[config.mk]
export PLATFORM = sky130hd
export DESIGN_NAME = ps2_kbd_rx_flat
export DESIGN_NICKNAME = d
export VERILOG_FILES = /design/src/rtl/ps2_pkg.sv /design/src/rtl/ps2_kbd_rx_if.sv /design/src/rtl/ps2_rx_fifo.sv /design/src/rtl/ps2_kbd_rx.sv /design/src/flat_wrapper.sv
export SDC_FILE = /design/constraint.sdc
export NUM_CORES = 1
export LEC_CHECK = 0
export CORE_AREA = 2 2 103 105
export CTS_CLUSTER_DIAMETER = 100
export DETAILED_ROUTE_END_ITERATION = 8
export DIE_AREA = 0 0 105 107
export GPL_TIMING_DRIVEN = 0
export RECOVER_POWER = 25
export SETUP_SLACK_MARGIN = 0.5
export SLEW_MARGIN = 10
export SYNTH_ARGS = -nofsm -noshare
export SYNTH_HDL_FRONTEND = slang
export SYNTH_SLANG_ARGS = --single-unit
[constraint.sdc]
create_clock -name clk_sys -period 5.19 [get_ports clk_sys]
set_clock_uncertainty 0.1 [all_clocks]
set_input_delay 1.038 -clock clk_sys [delete_from_list [all_inputs] [get_ports clk_sys]]
set_output_delay 1.038 -clock clk_sys [all_outputs]
set_load 0.01 [all_outputs]
[src/rtl/ps2_pkg.sv]
// Shared types and constants for the PS/2 keyboard receiver.
package ps2_pkg;

  localparam logic [7:0] PS2_PREFIX_EXT = 8'hE0;
  localparam logic [7:0] PS2_PREFIX_REL = 8'hF0;

  typedef enum logic [1:0] {
    IDLE = 2'd0,
    DATA = 2'd1,
    PAR  = 2'd2,
    STOP = 2'd3
  } ps2_state_e;

  typedef struct packed {
    logic       ext;
    logic       rel;
    logic [7:0] code;
  } ps2_event_t;

endpackage

[src/rtl/ps2_kbd_rx_if.sv]
// Key-event channel from the PS/2 receiver to the keyboard matrix logic.
interface ps2_kbd_rx_if;
  // An event transfers on a clk_sys edge where key_valid && key_ready. The
  // source holds key_code/flags stable while key_valid is high. Without the
  // event FIFO, key_valid is a one-cycle strobe and key_ready is ignored.
  logic       key_valid;
  logic [7:0] key_code;
  logic       key_extended;
  logic       key_released;
  logic       key_ready;

  modport master (
    output key_valid, key_code, key_extended, key_released,
    input  key_ready
  );

  modport slave (
    input  key_valid, key_code, key_extended, key_released,
    output key_ready
  );
endinterface

[src/rtl/ps2_rx_fifo.sv]
// Four-entry event FIFO; a push into a full FIFO is dropped unless a pop happens in the same cycle.
module ps2_rx_fifo
  import ps2_pkg::*;
(
  input  logic       clk_sys,
  input  logic       reset_n,
  input  logic       push,
  input  ps2_event_t din,
  input  logic       pop,
  output logic       valid,
  output ps2_event_t dout,
  output logic       drop
);

  ps2_event_t mem [4];
  logic [1:0] wr_ptr;
  logic [1:0] rd_ptr;
  logic       full;
  logic       pop_ok;
  logic       push_ok;

  assign valid   = (wr_ptr != rd_ptr) || full;
  assign pop_ok  = pop && valid;
  assign push_ok = push && (!full || pop_ok);
  assign drop    = push && !push_ok;
  assign dout    = mem[rd_ptr];

  always_ff @(posedge clk_sys or negedge reset_n) begin
    if (!reset_n) begin
      wr_ptr <= '0;
      rd_ptr <= '0;
      full   <= 1'b0;
      for (int i = 0; i < 4; i++) mem[i] <= '0;
    end else begin
      if (push_ok) begin
        mem[wr_ptr] <= din;
        wr_ptr      <= wr_ptr + 2'd1;
      end
      if (pop_ok) rd_ptr <= rd_ptr + 2'd1;
      if (push_ok && !pop_ok && ((wr_ptr + 2'd1) == rd_ptr)) full <= 1'b1;
      else if (pop_ok && !push_ok) full <= 1'b0;
    end
  end

endmodule

[src/rtl/ps2_kbd_rx.sv]
// PS/2 keyboard receiver: frame deserialiser, E0/F0 prefix folding, key events.
// Define PS2_RX_FIFO_EN for a 4-entry event FIFO with key_valid/key_ready flow control.
module ps2_kbd_rx
  import ps2_pkg::*;
#(
  parameter logic [15:0] TIMEOUT     = 16'd50000,
  parameter int          SYNC_STAGES = 2
) (
  input  logic         clk_sys,
  input  logic         reset_n,
  input  logic         ps2_kbd_clk,
  input  logic         ps2_kbd_data,
  ps2_kbd_rx_if.master kbd,
  output logic         frame_err,
  output logic         overflow,
  output ps2_state_e   rx_state
);

  logic [SYNC_STAGES-1:0] clk_sync;
  logic [SYNC_STAGES-1:0] data_sync;
  logic                   clk_prev;
  logic                   data_s;
  logic                   fe;

  always_ff @(posedge clk_sys or negedge reset_n) begin
    if (!reset_n) begin
      clk_sync  <= '1;
      data_sync <= '1;
      clk_prev  <= 1'b1;
    end else begin
      clk_sync  <= {clk_sync[SYNC_STAGES-2:0], ps2_kbd_clk};
      data_sync <= {data_sync[SYNC_STAGES-2:0], ps2_kbd_data};
      clk_prev  <= clk_sync[SYNC_STAGES-1];
    end
  end

  assign data_s = data_sync[SYNC_STAGES-1];
  assign fe     = clk_prev && !clk_sync[SYNC_STAGES-1];

  ps2_state_e  state, state_n;
  logic [3:0]  bit_cnt, bit_cnt_n;
  logic [7:0]  shreg, shreg_n;
  logic        par_acc, par_n;
  logic        err_mark, err_n;
  logic [15:0] to_cnt, to_cnt_n;
  logic        byte_stb, byte_stb_n;
  logic        err_stb, err_stb_n;
  logic        to_stb, to_stb_n;

  always_ff @(posedge clk_sys or negedge reset_n) begin
    if (!reset_n) begin
      state    <= IDLE;
      bit_cnt  <= '0;
      shreg    <= '0;
      par_acc  <= 1'b1;
      err_mark <= 1'b0;
      to_cnt   <= '0;
      byte_stb <= 1'b0;
      err_stb  <= 1'b0;
      to_stb   <= 1'b0;
    end else begin
      state    <= state_n;
      bit_cnt  <= bit_cnt_n;
      shreg    <= shreg_n;
      par_acc  <= par_n;
      err_mark <= err_n;
      to_cnt   <= to_cnt_n;
      byte_stb <= byte_stb_n;
      err_stb  <= err_stb_n;
      to_stb   <= to_stb_n;
    end
  end

  // A falling edge takes priority over timeout expiry in the same cycle.
  always_comb begin
    state_n    = state;
    bit_cnt_n  = bit_cnt;
    shreg_n    = shreg;
    par_n      = par_acc;
    err_n      = err_mark;
    to_cnt_n   = to_cnt;
    byte_stb_n = 1'b0;
    err_stb_n  = 1'b0;
    to_stb_n   = 1'b0;
    if (fe) begin
      to_cnt_n = '0;
      unique case (state)
        IDLE: begin
          if (!data_s) begin
            state_n   = DATA;
            bit_cnt_n = '0;
            par_n     = 1'b1;
            err_n     = 1'b0;
          end else begin
            err_stb_n = 1'b1;
          end
        end
        DATA: begin
          shreg_n   = {data_s, shreg[7:1]};
          par_n     = par_acc ^ data_s;
          bit_cnt_n = bit_cnt + 4'd1;
          if (bit_cnt == 4'd7) state_n = PAR;
        end
        PAR: begin
          if (data_s != par_acc) err_n = 1'b1;
          state_n = STOP;
        end
        STOP: begin
          if (!data_s || err_mark) err_stb_n  = 1'b1;
          else                     byte_stb_n = 1'b1;
          state_n = IDLE;
        end
        default: state_n = IDLE;
      endcase
    end else if (state == IDLE) begin
      to_cnt_n = '0;
    end else if (to_cnt == 16'(TIMEOUT - 16'd1)) begin
      state_n  = IDLE;
      to_cnt_n = '0;
      to_stb_n = 1'b1;
    end else begin
      to_cnt_n = to_cnt + 16'd1;
    end
  end

  assign rx_state  = state;
  assign frame_err = err_stb | to_stb;

  // Timeouts deliberately leave the pending prefixes intact.
  logic       ext_pend, rel_pend;
  logic       is_prefix;
  logic       ev_fire;
  ps2_event_t ev;

  assign is_prefix = (shreg == PS2_PREFIX_EXT) || (shreg == PS2_PREFIX_REL);
  assign ev_fire   = byte_stb && !is_prefix;
  assign ev        = '{ext: ext_pend, rel: rel_pend, code: shreg};

  always_ff @(posedge clk_sys or negedge reset_n) begin
    if (!reset_n) begin
      ext_pend <= 1'b0;
      rel_pend <= 1'b0;
    end else if (err_stb) begin
      ext_pend <= 1'b0;
      rel_pend <= 1'b0;
    end else if (byte_stb) begin
      if (shreg == PS2_PREFIX_EXT)      ext_pend <= 1'b1;
      else if (shreg == PS2_PREFIX_REL) rel_pend <= 1'b1;
      else begin
        ext_pend <= 1'b0;
        rel_pend <= 1'b0;
      end
    end
  end

`ifdef PS2_RX_FIFO_EN
  ps2_event_t head;
  logic       head_valid;
  logic       drop;

  ps2_rx_fifo u_fifo (
    .clk_sys (clk_sys),
    .reset_n (reset_n),
    .push    (ev_fire),
    .din     (ev),
    .pop     (kbd.key_ready),
    .valid   (head_valid),
    .dout    (head),
    .drop    (drop)
  );

  assign kbd.key_valid    = head_valid;
  assign kbd.key_code     = head.code;
  assign kbd.key_extended = head.ext;
  assign kbd.key_released = head.rel;

  always_ff @(posedge clk_sys or negedge reset_n) begin
    if (!reset_n)  overflow <= 1'b0;
    else if (drop) overflow <= 1'b1;
  end
`else
  logic       valid_q;
  ps2_event_t ev_q;
  wire        unused_key_ready = kbd.key_ready;

  always_ff @(posedge clk_sys or negedge reset_n) begin
    if (!reset_n) begin
      valid_q  <= 1'b0;
      ev_q     <= '0;
      overflow <= 1'b0;
    end else begin
      valid_q <= ev_fire;
      if (ev_fire) ev_q <= ev;
      if (ev_fire && valid_q) overflow <= 1'b1;
    end
  end

  assign kbd.key_valid    = valid_q;
  assign kbd.key_code     = ev_q.code;
  assign kbd.key_extended = ev_q.ext;
  assign kbd.key_released = ev_q.rel;
`endif

endmodule

[src/flat_wrapper.sv]
// flat-port wrapper written by rule: the top's interface ports become plain ports
module ps2_kbd_rx_flat import ps2_pkg::*;
#(
  parameter logic [15:0] TIMEOUT     = 16'd50000,
  parameter int          SYNC_STAGES = 2
)
  (clk_sys, reset_n, ps2_kbd_clk, ps2_kbd_data, frame_err, overflow, rx_state, kbd_key_valid, kbd_key_code, kbd_key_extended, kbd_key_released, kbd_key_ready);
  ps2_kbd_rx_if kbd_i ();
  input  logic clk_sys;
  input  logic reset_n;
  input  logic ps2_kbd_clk;
  input  logic ps2_kbd_data;
  output logic frame_err;
  output logic overflow;
  output ps2_state_e rx_state;
  output wire logic [$bits(kbd_i.key_valid)-1:0] kbd_key_valid;
  output wire logic [$bits(kbd_i.key_code)-1:0] kbd_key_code;
  output wire logic [$bits(kbd_i.key_extended)-1:0] kbd_key_extended;
  output wire logic [$bits(kbd_i.key_released)-1:0] kbd_key_released;
  input wire logic [$bits(kbd_i.key_ready)-1:0] kbd_key_ready;
  assign kbd_key_valid = kbd_i.key_valid;
  assign kbd_key_code = kbd_i.key_code;
  assign kbd_key_extended = kbd_i.key_extended;
  assign kbd_key_released = kbd_i.key_released;
  assign kbd_i.key_ready = kbd_key_ready;
  ps2_kbd_rx #(.TIMEOUT(TIMEOUT), .SYNC_STAGES(SYNC_STAGES)) u_core (.clk_sys(clk_sys), .reset_n(reset_n), .ps2_kbd_clk(ps2_kbd_clk), .ps2_kbd_data(ps2_kbd_data), .kbd(kbd_i), .frame_err(frame_err), .overflow(overflow), .rx_state(rx_state));
endmodule
==> results of run 1 <==
==> path summary, 6_finish.rpt <==
kind	startpoint	end	slack, ps	cells after the start
worst max-delay path	u_core.err_stb	frame_err	2550	2
min in group asynchronous	reset_n	u_core.bit_cnt[1]	1130	1
worst min register to register	u_core.data_sync[0]	u_core.data_sync[1]	260	0
worst min-delay path	u_core.data_sync[0]	u_core.data_sync[1]	260	0
worst max register to register	u_core.rx_state[1]	u_core.shreg[4]	3050	6
max in group asynchronous	reset_n	u_core.kbd.key_extended	2800	1
==> synth_stat cells (3+ instances only) <==
library cell,number,area share (%)
nor4_1,3,0.77
clkbuf_1,7,1.1
and3_1,3,0.77
nor3_1,9,1.8
or3_1,3,0.77
nand2b_1,3,0.77
o21ai_0,9,1.8
mux2_2,5,2.3
ha_1,6,3.1
a21oi_1,12,2.5
nand2_1,36,5.5
nand3_1,7,1.4
nor2_1,12,1.8
a211oi_1,3,0.92
nor2_2,10,2.6
xnor2_1,10,3.6
dfstp_2,6,6.4
inv_1,11,1.7
xor2_1,3,1.1
nand4_1,5,1.3
dfrtp_1,48,49
==> power breakdown <==
part	leakage [nW]	internal (mW)	switching, mW
Clock	0.0585	0.145	0.144
Combinational	0.466	0.175	0.204
Sequential	0.701	0.520	0.0875
Total	1.23	0.840	0.435
==> area by class of cell <==
class,instances,share of cell area [%]
Inverter,12,1.53
Clock inverter,3,1.49
Buffer,8,1.28
Multi-Input combinational cell,163,34.4
Sequential cell,54,46.3
Clock buffer,5,2.34
Tap cell,136,5.80
Timing Repair Buffer,19,6.86
==> cells by family after synthesis <==
logic type | after synthesis | share of synthesized area (%)
AOI/OAI and AO/OA | 33 | 8.47
xor gates and xnor gates | 13 | 4.65
adders and majority gates | 6 | 3.06
buffers and inverters | 20 | 3.37
DFF | 54 | 55.4
muxes | 5 | 2.30
and+or+nand+nor | 106 | 22.7
==> registers in the layout, summed over array words and instances (netlist names) <==
| signal | flops |
|---|---|
| u_core.bit_cnt | 4 |
| u_core.byte_stb | 1 |
| u_core.clk_prev | 1 |
| u_core.clk_sync | 2 |
| u_core.data_sync | 2 |
| u_core.err_mark | 1 |
| u_core.err_stb | 1 |
| u_core.ext_pend | 1 |
| u_core.kbd.key_code | 8 |
| u_core.kbd.key_extended | 1 |
| u_core.kbd.key_released | 1 |
| u_core.kbd.key_valid | 1 |
| u_core.overflow | 1 |
| u_core.par_acc | 1 |
| u_core.rel_pend | 1 |
| u_core.rx_state | 2 |
| u_core.shreg | 8 |
| u_core.to_cnt | 16 |
| u_core.to_stb | 1 |
==> routing by layer <==
metal  up-vias  part of all wire [%]  global-route usage, %
met4         0                   1.3                   3.71
met5         -                     0                      0
met3         5                   4.6                   2.61
li1        868                     -                      -
met2        35                    44                   14.1
met1       853                    50                   11.5
==> per-stage QoR <==
step	worst slack, ps	hold slack [ps]	std cells	utilization, %
after floorplan	3210	245	237	-
after global placement	1320	247	391	27.8
after detailed placement	2890	247	392	28.0
after CTS	2530	262	400	29.1
after global routing	2400	266	400	29.1
final	2550	261	400	29.1
==> results.sh, run 1 <==
export IMPL_outcome="finished, violations left"
export IMPL_violations="capacitance limit, slew limit"
export IMPL_ys_seq_area_share_pct=55.4
export IMPL_pin_count=20
export IMPL_fin_tns_setup_ps=0
export IMPL_final_common_cell="dfrtp_1"
export IMPL_tightest_slew_ps=1870
export IMPL_cts_resized=0
export IMPL_routedWlPerCell_um=11.5
export IMPL_period_minus_slack_ps=2640
export IMPL_grt_max_degree=34
export IMPL_min_path_type="register to register"
export IMPL_p_per_area_nw_per_um2=434
export IMPL_dr_total_vias=1761
export IMPL_synthesis_area_um2=2450
export IMPL_grt_pass1_wl_mm=8.07
export IMPL_finalSetupViolCount=0
export IMPL_floorplan_initialDensity_pct=24.3
export IMPL_rsz0062_at_grt="false"
export IMPL_die_w_um=105
export IMPL_n_antenna_cell=0
export IMPL_grt_ovfl_total=0
export IMPL_grtUsageTotal_pct=8.95
export IMPL_fmax_ghz=0.378
export IMPL_cp_num_buf_inv=1
export IMPL_cts_root_buffer_cell="clkbuf_8"
export IMPL_finalCritPeriodShare_pct=50.9
export IMPL_drv_slew=33
export IMPL_stdcell_area_um2=2940
export IMPL_cp_arrival_ps=1500
export IMPL_dp_hpwl_mm=3.14
export IMPL_synthesis_nets=248
export IMPL_yosysWarnings=0
export IMPL_power_mw=1.27
export IMPL_drv_cap=1
export IMPL_cp_start_kind="register"
export IMPL_path_class="register to output pin"
export IMPL_die_area_um2=11200
export IMPL_critPathTopFamily="buffers and inverters"
export IMPL_numPortBuffers=18
export IMPL_synthFlopType="dfrtp_1"
export IMPL_regArea_um2=1360
export IMPL_cts_hold_buf=0
export IMPL_post_cts_buffers=0
export IMPL_finalWeightedCongestion=0.801
export IMPL_placed_area_um2=2820
export IMPL_slowest_stage="clkdlybuf4s50_1"
export IMPL_clock_latency_ps=310
export IMPL_cts_made_buffers=5
export IMPL_viasPerCell=4.40
export IMPL_syn_inst=237
export IMPL_row_count=37
export IMPL_synth_seq_cells=54
export IMPL_antenna_found_initial=0
export IMPL_clk_path_buf_depth=2
export IMPL_drc_errors=0
export IMPL_grt_pass1_vias=1725
export IMPL_dieHeight_um=107
export IMPL_critical_path_max_stage_delay_ps=490
export IMPL_worstPathMaxFanout=3
export IMPL_synth_edf_count=0
export IMPL_drt_iter0_markers=41
export IMPL_path_cells="or2_2, clkdlybuf4s50_1"
export IMPL_drt_pass1_iter_count=4
export IMPL_synth_avg_cell_area_um2=10.3
export IMPL_fillers=1081
export IMPL_cts_sinks=54
export IMPL_area_growth_pct=19.8
export IMPL_ys_types=43
export IMPL_slew_headroom_pct=-24.5
export IMPL_wirelength_mm=4.58
export IMPL_ys_async_sr_fraction_pct=100
export IMPL_htree_num_levels=2
export IMPL_multi_input_area_um2=1010
export IMPL_hold_viol=0
export IMPL_num_nets_final=274
export IMPL_p_leak_nw=1.23
export IMPL_clk_pin_slew_ps=100
export IMPL_drive_gt1_share_pct=14.0
export IMPL_required_ps=4050
export IMPL_end_kind="output pin"
export IMPL_ir_drop_v=0.000134
export IMPL_layout_common_cells="48 x dfrtp_1, 36 x nand2_1, 15 x clkdlybuf4s50_1"
export IMPL_core_area_um2=10100
export IMPL_cts_tree="done"
export IMPL_ant_nets=0
(Power assumes the default switching activity.)
==> inputs of run 2 (changes only) <==
==> constraint.sdc (replaced) <==
create_clock -name clk_sys -period 2.6 [get_ports clk_sys]
set_clock_uncertainty 0.1 [all_clocks]
set_input_delay 0.52 -clock clk_sys [delete_from_list [all_inputs] [get_ports clk_sys]]
set_output_delay 0.52 -clock clk_sys [all_outputs]
set_load 0.01 [all_outputs]
==> run 2 against run 1 <==
Net effect:
- the flow still finishes with violations (capacitance limit, slew limit)
- count of clock-buffer cells in the layout unchanged
- die area stayed put
- flip-flop and latch count unchanged
- wire length increased by 2.8%
- sequential power up 100%
- global-route usage is the same
- critical path depth rose by 2
- sequential share of layout area decreased by 1.6 points
- design area rose by 3.7%
- via count rose by 1.7%
- setup slack worse by 2000 ps
- hold slack about the same
==> results.sh, run 2 (synthesis results as in run 1) <==
export IMPL_min_to="u_core.data_sync[1]"
export IMPL_stdcell_area_um2=3040
export IMPL_end_kind="register"
export IMPL_dp_hpwl_mm=3.14
export IMPL_cts_root_buffer_cell="clkbuf_8"
export IMPL_drt_pass1_iter_count=4
export IMPL_grt_max_degree=34
export IMPL_cts_tree="done"
export IMPL_numPortBuffers=18
export IMPL_finalWeightedCongestion=0.801
export IMPL_p_leak_nw=1.29
export IMPL_outcome="finished, violations left"
export IMPL_finalSetupViolCount=0
export IMPL_viasPerCell=4.37
export IMPL_placed_area_um2=2820
export IMPL_routedWlPerCell_um=11.5
export IMPL_cts_made_buffers=5
export IMPL_drv_cap=1
export IMPL_drive_gt1_share_pct=19.0
export IMPL_grt_ovfl_total=0
export IMPL_ir_drop_v=0.000306
export IMPL_num_nets_final=284
export IMPL_slew_headroom_pct=-24.2
export IMPL_dieHeight_um=107
export IMPL_reg2reg_slack_ps=550
export IMPL_hold_viol=0
export IMPL_violations="capacitance limit, slew limit"
export IMPL_timing_rr_end="u_core.rx_state[1]"
export IMPL_holdPathStages=0
export IMPL_path_cells="or4b_4, or4_4, o211ai_1, nand3_1"
export IMPL_required_ps=2690
export IMPL_holdWs_ps=261
export IMPL_final_common_cell="dfrtp_1"
export IMPL_core_area_um2=10100
export IMPL_worstPathMaxFanout=4
export IMPL_slowest_stage="or4_4"
export IMPL_fmax_ghz=0.488
export IMPL_area_growth_pct=24.1
export IMPL_grtUsageTotal_pct=8.95
export IMPL_antenna_found_initial=0
export IMPL_ff2ff_path_depth=4
export IMPL_cts_hold_buf=0
export IMPL_cp_arrival_ps=2140
export IMPL_fin_tns_setup_ps=0
export IMPL_dp_cells=392
export IMPL_max_flop_register="u_core.to_cnt"
export IMPL_floorplan_initialDensity_pct=24.3
export IMPL_largest_reg_flops=16
export IMPL_die_area_um2=11200
export IMPL_drt_iter0_markers=37
export IMPL_cp_start_kind="register"
export IMPL_die_w_um=105
export IMPL_min_path_type="register to register"
export IMPL_period_minus_slack_ps=2050
export IMPL_tightest_slew_ps=1860
export IMPL_final_cells=410
export IMPL_reg2reg_from="u_core.to_cnt[11]"
export IMPL_pin_count=20
export IMPL_clock_latency_ps=310
export IMPL_grt_pass1_vias=1735
export IMPL_fin_util_pct=30.2
export IMPL_drc_errors=0
export IMPL_ant_nets=0
export IMPL_clk_pin_slew_ps=100
export IMPL_wirelength_mm=4.71
export IMPL_fillers=1073
export IMPL_finalCritPeriodShare_pct=78.9
export IMPL_critical_path_max_stage_delay_ps=590
export IMPL_n_antenna_cell=0
export IMPL_p_per_area_nw_per_um2=851
export IMPL_clk_path_buf_depth=2
export IMPL_htree_num_levels=2
export IMPL_layout_common_cells="47 x dfrtp_1, 36 x nand2_1, 14 x clkdlybuf4s50_1"
export IMPL_worstHoldStart="u_core.data_sync[0]"
export IMPL_cts_sinks=54
export IMPL_path_class="register to register"
export IMPL_drv_slew=33
export IMPL_dr_total_vias=1791
export IMPL_grt_pass1_wl_mm=8.09
export IMPL_rsz0062_at_grt="false"
export IMPL_row_count=37
run 2: power by group:
| part | internal (mW) | switching [mW] |
|---|---|---|
| combinational | 0.375 | 0.418 |
| sequential | 1.04 | 0.183 |
| clock | 0.289 | 0.287 |
| total | 1.70 | 0.888 |
run 2: worst max-delay path by stage:
stage / startpoint / end / slack [ps] / cells past startpoint
floorplan: u_core.to_cnt[5] / u_core.to_cnt[6] / 620 / 5
global placement: reset_n / u_core.to_cnt[9] / -750 / 1
detailed placement: u_core.rx_state[1] / u_core.shreg[2] / 450 / 6
CTS: u_core.to_cnt[11] / u_core.to_cnt[12] / 500 / 5
global route: reset_n / u_core.kbd.key_valid / 330 / 1
finish: u_core.to_cnt[11] / u_core.rx_state[1] / 550 / 4
run 2: layout make-up:
class	instances	area, um^2	share of cell area [%]
clock inverter	3	43.8	1.44
tap	136	170	5.59
multi-input combinational	163	1040	34.0
timing repair buffer	29	275	9.05
sequential	54	1360	44.7
inverter	12	45.0	1.48
buffer	8	43.8	1.44
clock buffer	5	68.8	2.26
run 2: worst max-delay path, delay by kind of cell, from the launching register on:
family          cells  cell delay (ps)
simple gates        3             1220
compound gates      1              210
flops               1              400
run 2: through the flow:
stage	total power [mW]	worst slack (ps)
2_1_floorplan	1.70	618
3_3_place_gp	1.96	-754
3_5_place_dp	1.99	449
4_1_cts	2.58	502
5_1_grt	2.79	331
6_report	2.59	549
run 2: routing by layer:
metal / vias up / global-route usage, % / part of all wire [%]
met2: 19 / 14.3 / 45
met4: 0 / 3.71 / 1.6
met5: - / 0 / 0
met3: 7 / 2.61 / 3.7
met1: 876 / 11.3 / 50
li1: 889 / - / -
run 2: repair_timing:
| item | CTS | global route |
|---|---|---|
| resized for setup | 3 | 7 |
| pin swaps | 1 | 3 |
| setup buffers | 2 | 8 |
| setup endpoints to repair | 14 | 24 |
==> inputs of run 3 (changes only) <==
==> constraint.sdc (replaced) <==
create_clock -name clk_sys -period 2.01 [get_ports clk_sys]
set_clock_uncertainty 0.1 [all_clocks]
set_input_delay 0.402 -clock clk_sys [delete_from_list [all_inputs] [get_ports clk_sys]]
set_output_delay 0.402 -clock clk_sys [all_outputs]
set_load 0.01 [all_outputs]
==> run 3 against run 2 <==
Net effect:
- critical path type unchanged
- largest cell class unchanged
- total power grew 58%
- the run ends with setup timing left
- critical endpoint unchanged
- first-iteration DRC count rose by 120%
- die area unchanged
==> results.sh, run 3 (synthesis results as in run 1) <==
export IMPL_tightest_slew_ps=1010
export IMPL_critical_path_max_stage_delay_ps=610
export IMPL_dp_hpwl_mm=3.32
export IMPL_sw_frac_of_total_pct=32.9
export IMPL_outcome="finished, violations left"
export IMPL_dieHeight_um=107
export IMPL_die_area_um2=11200
export IMPL_cts_made_buffers=5
export IMPL_grtUsageTotal_pct=9.80
export IMPL_wirelength_mm=5.31
export IMPL_ir_drop_v=0.000397
export IMPL_cp_num_buf_inv=0
export IMPL_drv_cap=0
export IMPL_floorplan_initialDensity_pct=24.3
export IMPL_grt_pass1_vias=1913
export IMPL_hold_viol=0
export IMPL_setup_ws_ps=-47.1
export IMPL_period_minus_slack_ps=2060
export IMPL_clk_pin_slew_ps=90
export IMPL_htree_num_levels=2
export IMPL_switching_power_mw=1.35
export IMPL_ant_nets=0
export IMPL_holdPathStages=0
export IMPL_worstPathMaxFanout=4
export IMPL_fin_util_pct=35.1
export IMPL_p_int_mw=2.75
export IMPL_cp_start_kind="register"
export IMPL_rsz0062_at_grt="true"
export IMPL_grt_ovfl_total=0
export IMPL_ff2ff_path_depth=4
export IMPL_post_place_ws_ps=-96.9
export IMPL_clock_latency_ps=300
export IMPL_worst_path_stages=4
export IMPL_drv_slew=0
export IMPL_slew_headroom_pct=32.7
export IMPL_viasPerCell=4.50
export IMPL_finalSetupViolCount=13
export IMPL_grt_pass1_wl_mm=8.98
export IMPL_drc_errors=0
export IMPL_num_nets_final=313
export IMPL_p_per_area_nw_per_um2=1160
export IMPL_p_leak_nw=1.56
export IMPL_end_kind="register"
export IMPL_required_ps=2090
export IMPL_dr_total_vias=1976
export IMPL_layout_common_cells="46 x dfrtp_1, 32 x nand2_1, 23 x buf_4"
export IMPL_seqPwrFrac_pct=38.9
export IMPL_drive_gt1_share_pct=38.6
export IMPL_drt_iter0_markers=83
export IMPL_core_area_um2=10100
export IMPL_cts_tree="done"
export IMPL_critPathTopFamily="simple AND/OR/NAND/NOR gates"
export IMPL_clockPowerShare_pct=21.4
export IMPL_path_cells="or4b_4, or4_4, o211ai_1, nand3_1"
export IMPL_largest_reg_flops=16
export IMPL_finalWeightedCongestion=0.752
export IMPL_cts_root_buffer_cell="clkbuf_8"
export IMPL_p_comb_share_pct=39.7
export IMPL_clk_path_buf_depth=2
export IMPL_power_mw=4.10
export IMPL_antenna_found_initial=0
export IMPL_holdWs_ps=260
export IMPL_row_count=37
export IMPL_fmax_ghz=0.486
export IMPL_path_class="register to register"
export IMPL_pin_count=20
export IMPL_grt_max_degree=38
export IMPL_routedWlPerCell_um=12.1
export IMPL_finalCritPeriodShare_pct=102
export IMPL_n_antenna_cell=0
export IMPL_cts_sinks=54
export IMPL_cp_arrival_ps=2130
export IMPL_die_w_um=105
export IMPL_slowest_stage="or4_4"
export IMPL_max_flop_register="u_core.to_cnt"
export IMPL_area_growth_pct=44.6
export IMPL_regArea_um2=1360
export IMPL_drt_pass1_iter_count=4
export IMPL_final_common_cell="dfrtp_1"
export IMPL_numPortBuffers=18
export IMPL_min_path_type="register to register"
export IMPL_violations="setup timing"
export IMPL_fillers=1032
export IMPL_multi_input_area_um2=1200
==> run 3: what timing repair did <==
action	CTS	global route
endpoints found under the hold margin	14	0
gates cloned	2	0
setup buffers	27	9
hold buffers	1	0
pin swaps	17	10
endpoints found under the setup margin	63	56
gates resized for setup	79	30
==> run 3: layout make-up <==
| cell class | count | share of cell area, % |
|---|---|---|
| buffer | 8 | 2.72 |
| timing repair inverter | 1 | 0.212 |
| sequential | 54 | 38.4 |
| timing repair buffer | 57 | 14.7 |
| inverter | 12 | 1.41 |
| clock buffer | 6 | 2.33 |
| multi-input combinational | 163 | 33.7 |
| tap | 136 | 4.80 |
| clock inverter | 2 | 1.69 |
==> run 3: worst register-to-register path, stage by stage (launching register included) <==
cell	delay, ps
dfrtp_1	390
or4b_4	530
or4_4	610
o211ai_1	210
nand3_1	100
==> run 3: power by group through the flow <==
stage / combinational (mW) / clock, mW / sequential [mW]
after global placement: 1.02 / 0 / 1.59
after floorplan: 0.676 / 0 / 1.59
final: 1.63 / 0.875 / 1.59
after detailed placement: 1.05 / 0 / 1.60
after CTS: 1.41 / 0.899 / 1.58
after global routing: 1.78 / 0.946 / 1.63
==> run 3: per-layer routing <==
layer	global-route usage [%]	part of all wire, %
met2	16.4	48
met4	3.14	1.4
met5	0	0
met3	2.61	2.9
met1	12.4	47
==> run 3: path summary, 6_finish.rpt <==
kind / from / endpoint / slack (ps)
worst max-delay path: u_core.to_cnt[12] / u_core.rx_state[1] / -50
worst min-delay path: u_core.data_sync[0] / u_core.data_sync[1] / 260
worst max register to register: u_core.to_cnt[12] / u_core.rx_state[1] / -50
worst min register to register: u_core.data_sync[0] / u_core.data_sync[1] / 260
max in group asynchronous: reset_n / u_core.clk_prev / 230
min in group asynchronous: reset_n / u_core.bit_cnt[2] / 680
==> run 3: stage by stage <==
stage | cells | cell area (um^2) | setup TNS, ps
4_1_cts | 430 | 3400 | -132
5_1_grt | 439 | 3540 | -911
2_1_floorplan | 237 | 2500 | 0
6_report | 439 | 3540 | -348
3_3_place_gp | 391 | 2850 | -61170
3_5_place_dp | 392 | 2860 | -1010
